### src/rtl/hdlc_bit_serializer.sv
// HDLC transmit bit engine: parallel word in, one bit per clock out,
// with zero insertion after five consecutive data ones.
module hdlc_bit_serializer #(
    parameter int WIDTH     = 8,
    parameter bit LSB_FIRST = 1'b1,
    parameter bit STUFF_EN  = 1'b1
) (
    input  logic             clk,
    input  logic             rst,
    input  logic [WIDTH-1:0] data_in,
    input  logic             raw_in,
    input  logic             load_valid,
    output logic             load_ready,
    output logic             dout,
    output logic             dout_valid,
    output logic             stuff_active,
    output logic             busy
);

    localparam logic [1:0] IDLE  = 2'd0;
    localparam logic [1:0] SHIFT = 2'd1;
    localparam logic [1:0] STUFF = 2'd2;

    localparam int CW = $clog2(WIDTH);
    localparam logic [CW-1:0] LAST = CW'(WIDTH - 1);

    logic [1:0]       state;
    logic [WIDTH-1:0] sreg;
    logic [CW-1:0]    bit_cnt;
    logic [2:0]       ones_cnt;
    logic             raw_q;

    logic             last_bit;
    logic             stuff_pend;
    logic             accept;
    logic             advance;
    logic             first_bit;
    logic             next_bit;
    logic [WIDTH-1:0] load_rest;
    logic [WIDTH-1:0] next_rest;

    function automatic logic [2:0] ones_next(input logic [2:0] cur,
                                             input logic b);
        if (!STUFF_EN)
            return 3'd0;
        return b ? cur + 3'd1 : 3'd0;
    endfunction

    assign last_bit   = (bit_cnt == LAST);
    // A stuff is owed only right after the fifth counted one was presented
    assign stuff_pend = STUFF_EN && (state == SHIFT) && !raw_q
                        && (ones_cnt == 3'd5);

    assign load_ready = (state == IDLE)
                      || ((state == SHIFT) && last_bit && !stuff_pend)
                      || ((state == STUFF) && last_bit);

    assign accept  = load_valid && load_ready;
    assign advance = ((state == SHIFT) && !stuff_pend && !last_bit)
                   || ((state == STUFF) && !last_bit);

    assign first_bit = LSB_FIRST ? data_in[0] : data_in[WIDTH-1];
    assign load_rest = LSB_FIRST ? (data_in >> 1) : (data_in << 1);
    assign next_bit  = LSB_FIRST ? sreg[0] : sreg[WIDTH-1];
    assign next_rest = LSB_FIRST ? (sreg >> 1) : (sreg << 1);

    assign dout_valid   = (state != IDLE);
    assign busy         = (state != IDLE);
    assign stuff_active = (state == STUFF);

    always_ff @(posedge clk or posedge rst) begin
        if (rst) begin
            state    <= IDLE;
            sreg     <= '0;
            bit_cnt  <= '0;
            ones_cnt <= 3'd0;
            raw_q    <= 1'b0;
            dout     <= 1'b0;
        end else if (accept) begin
            state   <= SHIFT;
            dout    <= first_bit;
            sreg    <= load_rest;
            bit_cnt <= '0;
            raw_q   <= raw_in;
            if (!raw_in)
                ones_cnt <= ones_next(ones_cnt, first_bit);
        end else if (stuff_pend) begin
            state    <= STUFF;
            dout     <= 1'b0;
            ones_cnt <= 3'd0;
        end else if (advance) begin
            state   <= SHIFT;
            dout    <= next_bit;
            sreg    <= next_rest;
            bit_cnt <= bit_cnt + 1'b1;
            // Raw words leave the counter alone until their last bit
            if (raw_q) begin
                if ((bit_cnt + 1'b1) == LAST)
                    ones_cnt <= 3'd0;
            end else begin
                ones_cnt <= ones_next(ones_cnt, next_bit);
            end
        end else begin
            state   <= IDLE;
            dout    <= 1'b0;
            bit_cnt <= '0;
        end
    end

endmodule

### config.mk
export PLATFORM = sky130hd
export DESIGN_NAME = hdlc_bit_serializer
export DESIGN_NICKNAME = d
export VERILOG_FILES = /design/src/rtl/hdlc_bit_serializer.sv
export SDC_FILE = /design/constraint.sdc
export NUM_CORES = 1
export LEC_CHECK = 0
export BUFFER_PORTS_ARGS = -buffer_cell sky130_fd_sc_hd__buf_2
export CELL_PAD_IN_SITES_DETAIL_PLACEMENT = 1
export CELL_PAD_IN_SITES_GLOBAL_PLACEMENT = 1
export CORE_ASPECT_RATIO = 0.7
export CORE_MARGIN = 2
export CORE_UTILIZATION = 45
export DETAILED_ROUTE_END_ITERATION = 16
export PLACE_DENSITY_LB_ADDON = 0.1
export SLEW_MARGIN = 20
export SYNTH_ARGS = -nofsm -noshare
export SYNTH_HDL_FRONTEND = slang
export SYNTH_SLANG_ARGS = --single-unit
### constraint.sdc
create_clock -name clk -period 4.8 [get_ports clk]
set_input_delay 0.72 -clock clk [delete_from_list [all_inputs] [get_ports clk]]
set_output_delay 0.72 -clock clk [all_outputs]
set_load 0.02 [all_outputs]
==> impl_metrics.yaml, run 1 <==
sta:
  rsz0062_at_grt: "false"
  tightest_slew_ns: 0.6326
  finalClockSkew_ns: 0.002496
  fin_crit_sh: 0.5101
  setup_violations: 0
  finalCriticalPeriod_ns: 2.449
  hold_viol: 0
  fin_tns_setup_ns: 0
  fmax_mhz: 408.4
  maxSlewHeadroom: 0.5778
  drv_slew: 0
cts:
  cts_setup_buffers: 0
  htree_num_levels: 1
  clkLatencyLatePin_ns: 0.28
  clock_sinks: 17
  clk_pin_slew_ns: 0.10
  ctsResizeCount: 0
  cts-root-buf: "clkbuf_4"
  cts_buffer_depth: 2
  ctsHoldBuffers: 0
  cts_tree: "built"
  cts_inserted_buffers: 3
min_path:
  hold_path_class: "flop to flop"
  worstHoldStart: "sreg[2]"
  hold_end: "sreg[2]"
  min_path_cells: 1
logic_synthesis:
  yosys.area.top_type_share: 0.4433
  yosysTopAreaCell: "dfrtp_1"
  synth_ff_type: "dfrtp_1"
  ys_top_cells_by_area: "dfrtp_1, ha_1, a22o_1, a21o_1, o2bb2ai_4"
  synth_seq_area_share: 0.4433
  synth_edf_count: 0
  syn-num-nets: 105
  syn_inst: 88
  postSynthAreaPerCell_um2: 10.91
  ys_ff_latch: 17
  async_flop_share: 1.000
  ys_types: 37
  syn_area_um2: 959.7
  yosysWarnings: 0
finish:
  mostFrequentLayoutCells: "dfrtp_1, buf_2, a22o_1, inv_1, nand2_1"
  antenna_cells: 0
  nFillCells: 230
  drive_gt1_frac: 0.3107
  area_growth_pct: 9.648
  final_common_cell: "dfrtp_1"
  nets: 121
  stdcell_count: 125
global_route:
  grt_pass1_vias: 680
  grtUsageTotal: 0.1711
  grt_max_degree: 18
  grt_pass1_wl_um: 3236
  antenna_found_initial: 0
  overflow: 0
critical_path:
  r2r_setup_slack_ns: 2.74
  required_ns: 4.08
  startpoint_type: "flop"
  rr_worst_depth: 7
  cp_max_fo: 5
  reg2reg_to: "ones_cnt[2]"
  endpoint_kind: "output port"
  timing.rr.start: "bit_cnt[1]"
  crit_type: "flop to output port"
  crit_arrival_ns: 1.73
floorplan:
  io_pins: 17
  die_w_um: 59.20
  die_y_um: 42.64
  start_util: 0.4958
  die_area_um2: 2524
  core_um2: 1936
  rows: 13
route:
  drt_wl_total_um: 1869
  vias_per_cell: 5.448
  wl_per_cell_um: 14.95
  vias: 681
  firstDrtPassIters: 4
  route.detailed.drc: 0
  ant_nets: 0
  drt_iter0_drc: 26
power:
  power.leakage_uw: 0.0005137
  powerDensity_nw_per_um2: 554.6
  vdd_ir_drop_max_v: 0.0002527
place:
  gp_congestion: 0.7238
  dp_hpwl_um: 1500
  dpl.cell_count: 121
  portBuffers: 16
job:
  cap_violations: 0
status:
  outcome: "finished clean"
layout make-up:
cell class,count,area [um^2],share of cell area
Inverter,7,26.28,0.02497
Clock inverter,1,5.005,0.004756
Tap cell,22,27.53,0.02616
Multi-Input combinational cell,59,465.4,0.4423
Timing Repair Buffer,16,80.08,0.07610
Clock buffer,3,22.52,0.02140
Sequential cell,17,425.4,0.4043
power breakdown:
group	switching [uW]	total [uW]	internal, uW	leakage (uW)
Sequential	40.4	240	199	0.000215
Combinational	144	270	127	0.000281
Clock	42.5	73.3	30.8	0.0000177
metal layers:
metal / routed length, um / part of all wire / global-route usage / up-vias
li1: - / - / - / 343
met1: 1014 / 0.54 / 0.2802 / 324
met2: 780 / 0.42 / 0.2286 / 12
met3: 59 / 0.032 / 0.02778 / 2
met4: 14 / 0.0075 / 0.04091 / 0
met5: 0 / 0 / 0 / -
critical path, cell delays in order (launching register included):
cell     delay (ns)
dfrtp_1        0.44
ha_1           0.22
and3b_2        0.25
o21a_1         0.22
o21ai_0        0.13
buf_2          0.18
synth_stat cells, types with 2 or more instances:
| cell type | number |
|---|---|
| o21bai_1 | 2 |
| o21ai_0 | 2 |
| a22o_1 | 6 |
| nand2b_1 | 3 |
| buf_4 | 2 |
| o21ai_2 | 2 |
| nand2_1 | 6 |
| nor2_1 | 3 |
| a22oi_1 | 2 |
| ha_1 | 5 |
| inv_1 | 6 |
| o31ai_1 | 3 |
| dfrtp_1 | 17 |
| buf_6 | 2 |
| nor2_2 | 2 |
| a21o_1 | 4 |
worst max path at each step:
stage                 from          to  slack (ns)  cells after the start
2_1_floorplan  ones_cnt[0]  load_ready        2.57                      4
3_3_place_gp   ones_cnt[0]  load_ready        2.72                      5
3_5_place_dp   ones_cnt[0]  load_ready        2.67                      5
4_1_cts        ones_cnt[0]  load_ready        2.34                      5
5_1_grt        ones_cnt[0]  load_ready        2.19                      5
6_report       ones_cnt[0]  load_ready        2.35                      5
registers in the layout (all words and copies together), names as in the netlist:
register and cells:
state 2, bit_cnt 3, sreg 7, ones_cnt 3, raw_q 1, dout 1
metrics by stage:
stage	hold slack [ns]	utilization	setup slack [ns]	total power (uW)	cell area [um^2]
floorplan	0.4496	-	2.566	463.3	959.7
CTS	0.4948	0.5436	2.339	593.3	1052
global route	0.5206	0.5436	2.186	633.9	1052
finish	0.4900	0.5436	2.351	583.6	1052
global placement	0.4609	0.5294	2.721	504.1	1025
detailed placement	0.4706	0.5294	2.665	518.8	1025
cell families after synthesis:
kind of cell	Yosys count	synth area share
AO/OA/AOI/OAI	28	0.2542
adder cells (fa/ha/maj)	5	0.06519
buffers and inverters	12	0.07169
flip-flops	17	0.4433
multiplexers	3	0.03390
AND/OR/NAND/NOR	23	0.1317
Note: power is estimated with default switching activity, not from simulation.
==> run 2, diff against run 1 <==
ABC_AREA = 1   (was not set)
CORE_UTILIZATION = 36   (was 45)
clock period = 2 ns   (was 4.8 ns; I/O delays follow)
==> run 2 against run 1 <==
Largest cell class unchanged. Area after synthesis increased by 5.7%. Clock-buffer cell count increased by 1. Clock power increased to 3.5 times the previous value. Final cell count increased by 40%. Critical endpoint unchanged. Hold slack got worse by 0.36 ns. Cell area increased by 13%. First-iteration DRC count decreased by 42%. Combinational power increased by 140%. Via count increased by 23%. Critical path depth increased by 2. Largest power group unchanged. Wire length increased by 21%.
==> impl_metrics.yaml, run 2 <==
status:
  outcome: "finished clean"
min_path:
  hold_path_class: "input pin to async pin"
sta:
  fin_crit_sh: 0.9350
  maxSlewHeadroom: 0.5554
  tightest_slew_ns: 0.6661
  rsz0062_at_grt: "false"
  fin_hold_ws_ns: 0.1329
  setup_violations: 0
  finalCriticalPeriod_ns: 1.870
  finalClockSkew_ns: 0.005211
  drv_slew: 0
  fmax_mhz: 534.8
  hold_viol: 0
  fin_tns_setup_ns: 0
  worst_slack_ns: 0.1300
finish:
  area_growth_pct: 16.77
  largest_register_ffs: 7
  stdcell_count: 175
  mostFrequentLayoutCells: "nand2_1, dfrtp_1, buf_2, inv_1"
  antenna_cells: 0
  nets: 157
  final_common_cell: "nand2_1"
  multi_input_area_um2: 503.0
  regMostFlops: "sreg"
  seq_area_um2: 425.4
  reg.largest.list: "sreg x7, bit_cnt x3, ones_cnt x3"
  nFillCells: 335
  drive_gt1_frac: 0.2950
logic_synthesis:
  synth_seq_area_share: 0.4192
  ys_types: 23
  synth-compound-area-share: 0.1110
  synth_common_cells: "nand2_1, dfrtp_1, inv_1"
  synth_ff_type: "dfrtp_1"
  yosys.cell_count.top_type: "nand2_1"
  yosysTopAreaCell: "dfrtp_1"
  muxShareOfSynthArea: 0
  ys_ff_latch: 17
  syn_inst: 119
  syn_area_um2: 1015
  synth_xor_area_frac: 0.008631
  yosys.area.top_type_share: 0.4192
  ys_top_cells_by_area: "dfrtp_1, nand2_1, ha_1, inv_1, nand3_2"
  synth-simple-area-share: 0.3144
  synth_fa_ha_area_frac: 0.06165
  async_flop_share: 1.000
  syn-num-nets: 136
  yosysWarnings: 0
  postSynthAreaPerCell_um2: 8.527
  synth_edf_count: 0
  synth_top_family_by_area: "simple AND/OR/NAND/NOR gates"
global_route:
  grtUsageTotal: 0.1721
  overflow: 0
  grt_pass1_vias: 823
  met3_usage: 0.04884
  globalRouteMet1Util: 0.2496
  grt_pass1_wl_um: 4064
  grt.busiest_layer: "met1"
  grt_max_degree: 18
  gr-usage-met2: 0.2442
  antenna_found_initial: 0
cts:
  cts_setup_buffers: 0
  clock_sinks: 17
  ctsHoldBuffers: 0
  clkLatencyLatePin_ns: 0.25
  cts-root-buf: "clkbuf_8"
  cts_tree: "built"
  htree_num_levels: 1
  clk_pin_slew_ns: 0.07
  cts_buffer_depth: 2
  ctsResizeCount: 0
  cts_inserted_buffers: 3
floorplan:
  die_y_um: 48.42
  start_util: 0.3700
  die_w_um: 67.46
  io_pins: 17
  core_um2: 2743
  die_area_um2: 3266
  rows: 16
route:
  drt_wl_total_um: 2257
  firstDrtPassIters: 4
  route.detailed.drc: 0
  vias: 836
  wl_per_cell_um: 12.90
  vias_per_cell: 4.777
  ant_nets: 0
  drt_iter0_drc: 15
critical_path:
  timing.rr.start: "ones_cnt[0]"
  crit_arrival_ns: 1.57
  critical_path.endpoint: "load_ready"
  endpoint_kind: "output port"
  crit_type: "flop to output port"
  rr_worst_depth: 10
  startpoint_type: "flop"
  reg2reg_to: "ones_cnt[2]"
  crit_start: "bit_cnt[1]"
  required_ns: 1.70
  cp_max_fo: 3
  r2r_setup_slack_ns: 0.41
power:
  powerDensity_nw_per_um2: 1206
  vdd_ir_drop_max_v: 0.0004936
  power.leakage_uw: 0.0006295
place:
  dpl.cell_count: 170
  dp_hpwl_um: 1823
  post-place-ws_ns: 0.3706
  gp_congestion: 0.7558
  portBuffers: 16
job:
  cap_violations: 0
-- run 2: cell types whose count changed in the layout (fill, tap and decap cells not counted), moves of 4 or more --
cell / change
o21ai_0: +6
a21o_1: -4
inv_2: +7
a22o_1: -5
inv_1: +7
nand2_1: +25
nand3_2: +4
nand3_1: +5
-- run 2: power breakdown --
part	switching (uW)	internal (uW)	total (uW)
clock network	114	141	256
logic	405	231	635
registers	76.2	462	538
-- run 2: kinds of logic after synthesis --
| family | Yosys count |
|---|---|
| AND/OR/NAND/NOR | 57 |
| XOR/XNOR | 1 |
| flip-flops | 17 |
| adder cells (fa/ha/maj) | 5 |
| buffers and inverters | 22 |
| AO/OA/AOI/OAI | 17 |
-- run 2: critical path, cell delays in order (launching register included) --
cell and delay, ns:
dfrtp_1 0.38, ha_1 0.15, ha_1 0.13, inv_1 0.04, nand2_2 0.11, inv_2 0.08
nor3_1 0.21, buf_2 0.21
-- run 2: through the flow --
step / utilization / instance area, um^2 / total power (uW)
floorplan: - / 1015 / 1009
global placement: 0.4129 / 1132 / 1169
detailed placement: 0.4129 / 1132 / 1181
CTS: 0.4293 / 1177 / 1444
global route: 0.4320 / 1185 / 1575
finish: 0.4320 / 1185 / 1429
-- run 2: area by class of cell --
cell class	count	share of cell area
inverter	21	0.06653
timing repair buffer	17	0.07392
clock buffer	4	0.03801
tap	36	0.03801
sequential	17	0.3590
multi-input combinational	80	0.4245
-- run 2: how the worst min path moves through the flow --
| stage | from | to | slack (ns) | cells past startpoint |
|---|---|---|---|---|
| after floorplan | rst | bit_cnt[0] | 0.23 | 1 |
| after detailed placement | rst | sreg[4] | 0.43 | 2 |
| after global routing | rst | sreg[3] | 0.18 | 2 |
| after CTS | rst | sreg[2] | 0.16 | 2 |
| after global placement | rst | sreg[5] | 0.42 | 2 |
| final | rst | sreg[2] | 0.13 | 2 |
-- run 2: metal layers --
| metal | vias to the layer above | part of all wire | routed length (um) |
|---|---|---|---|
| li1 | 426 | - | - |
| met5 | - | 0 | 0 |
| met3 | 2 | 0.039 | 88 |
| met2 | 15 | 0.44 | 997 |
| met4 | 0 | 0.012 | 26 |
| met1 | 393 | 0.51 | 1144 |
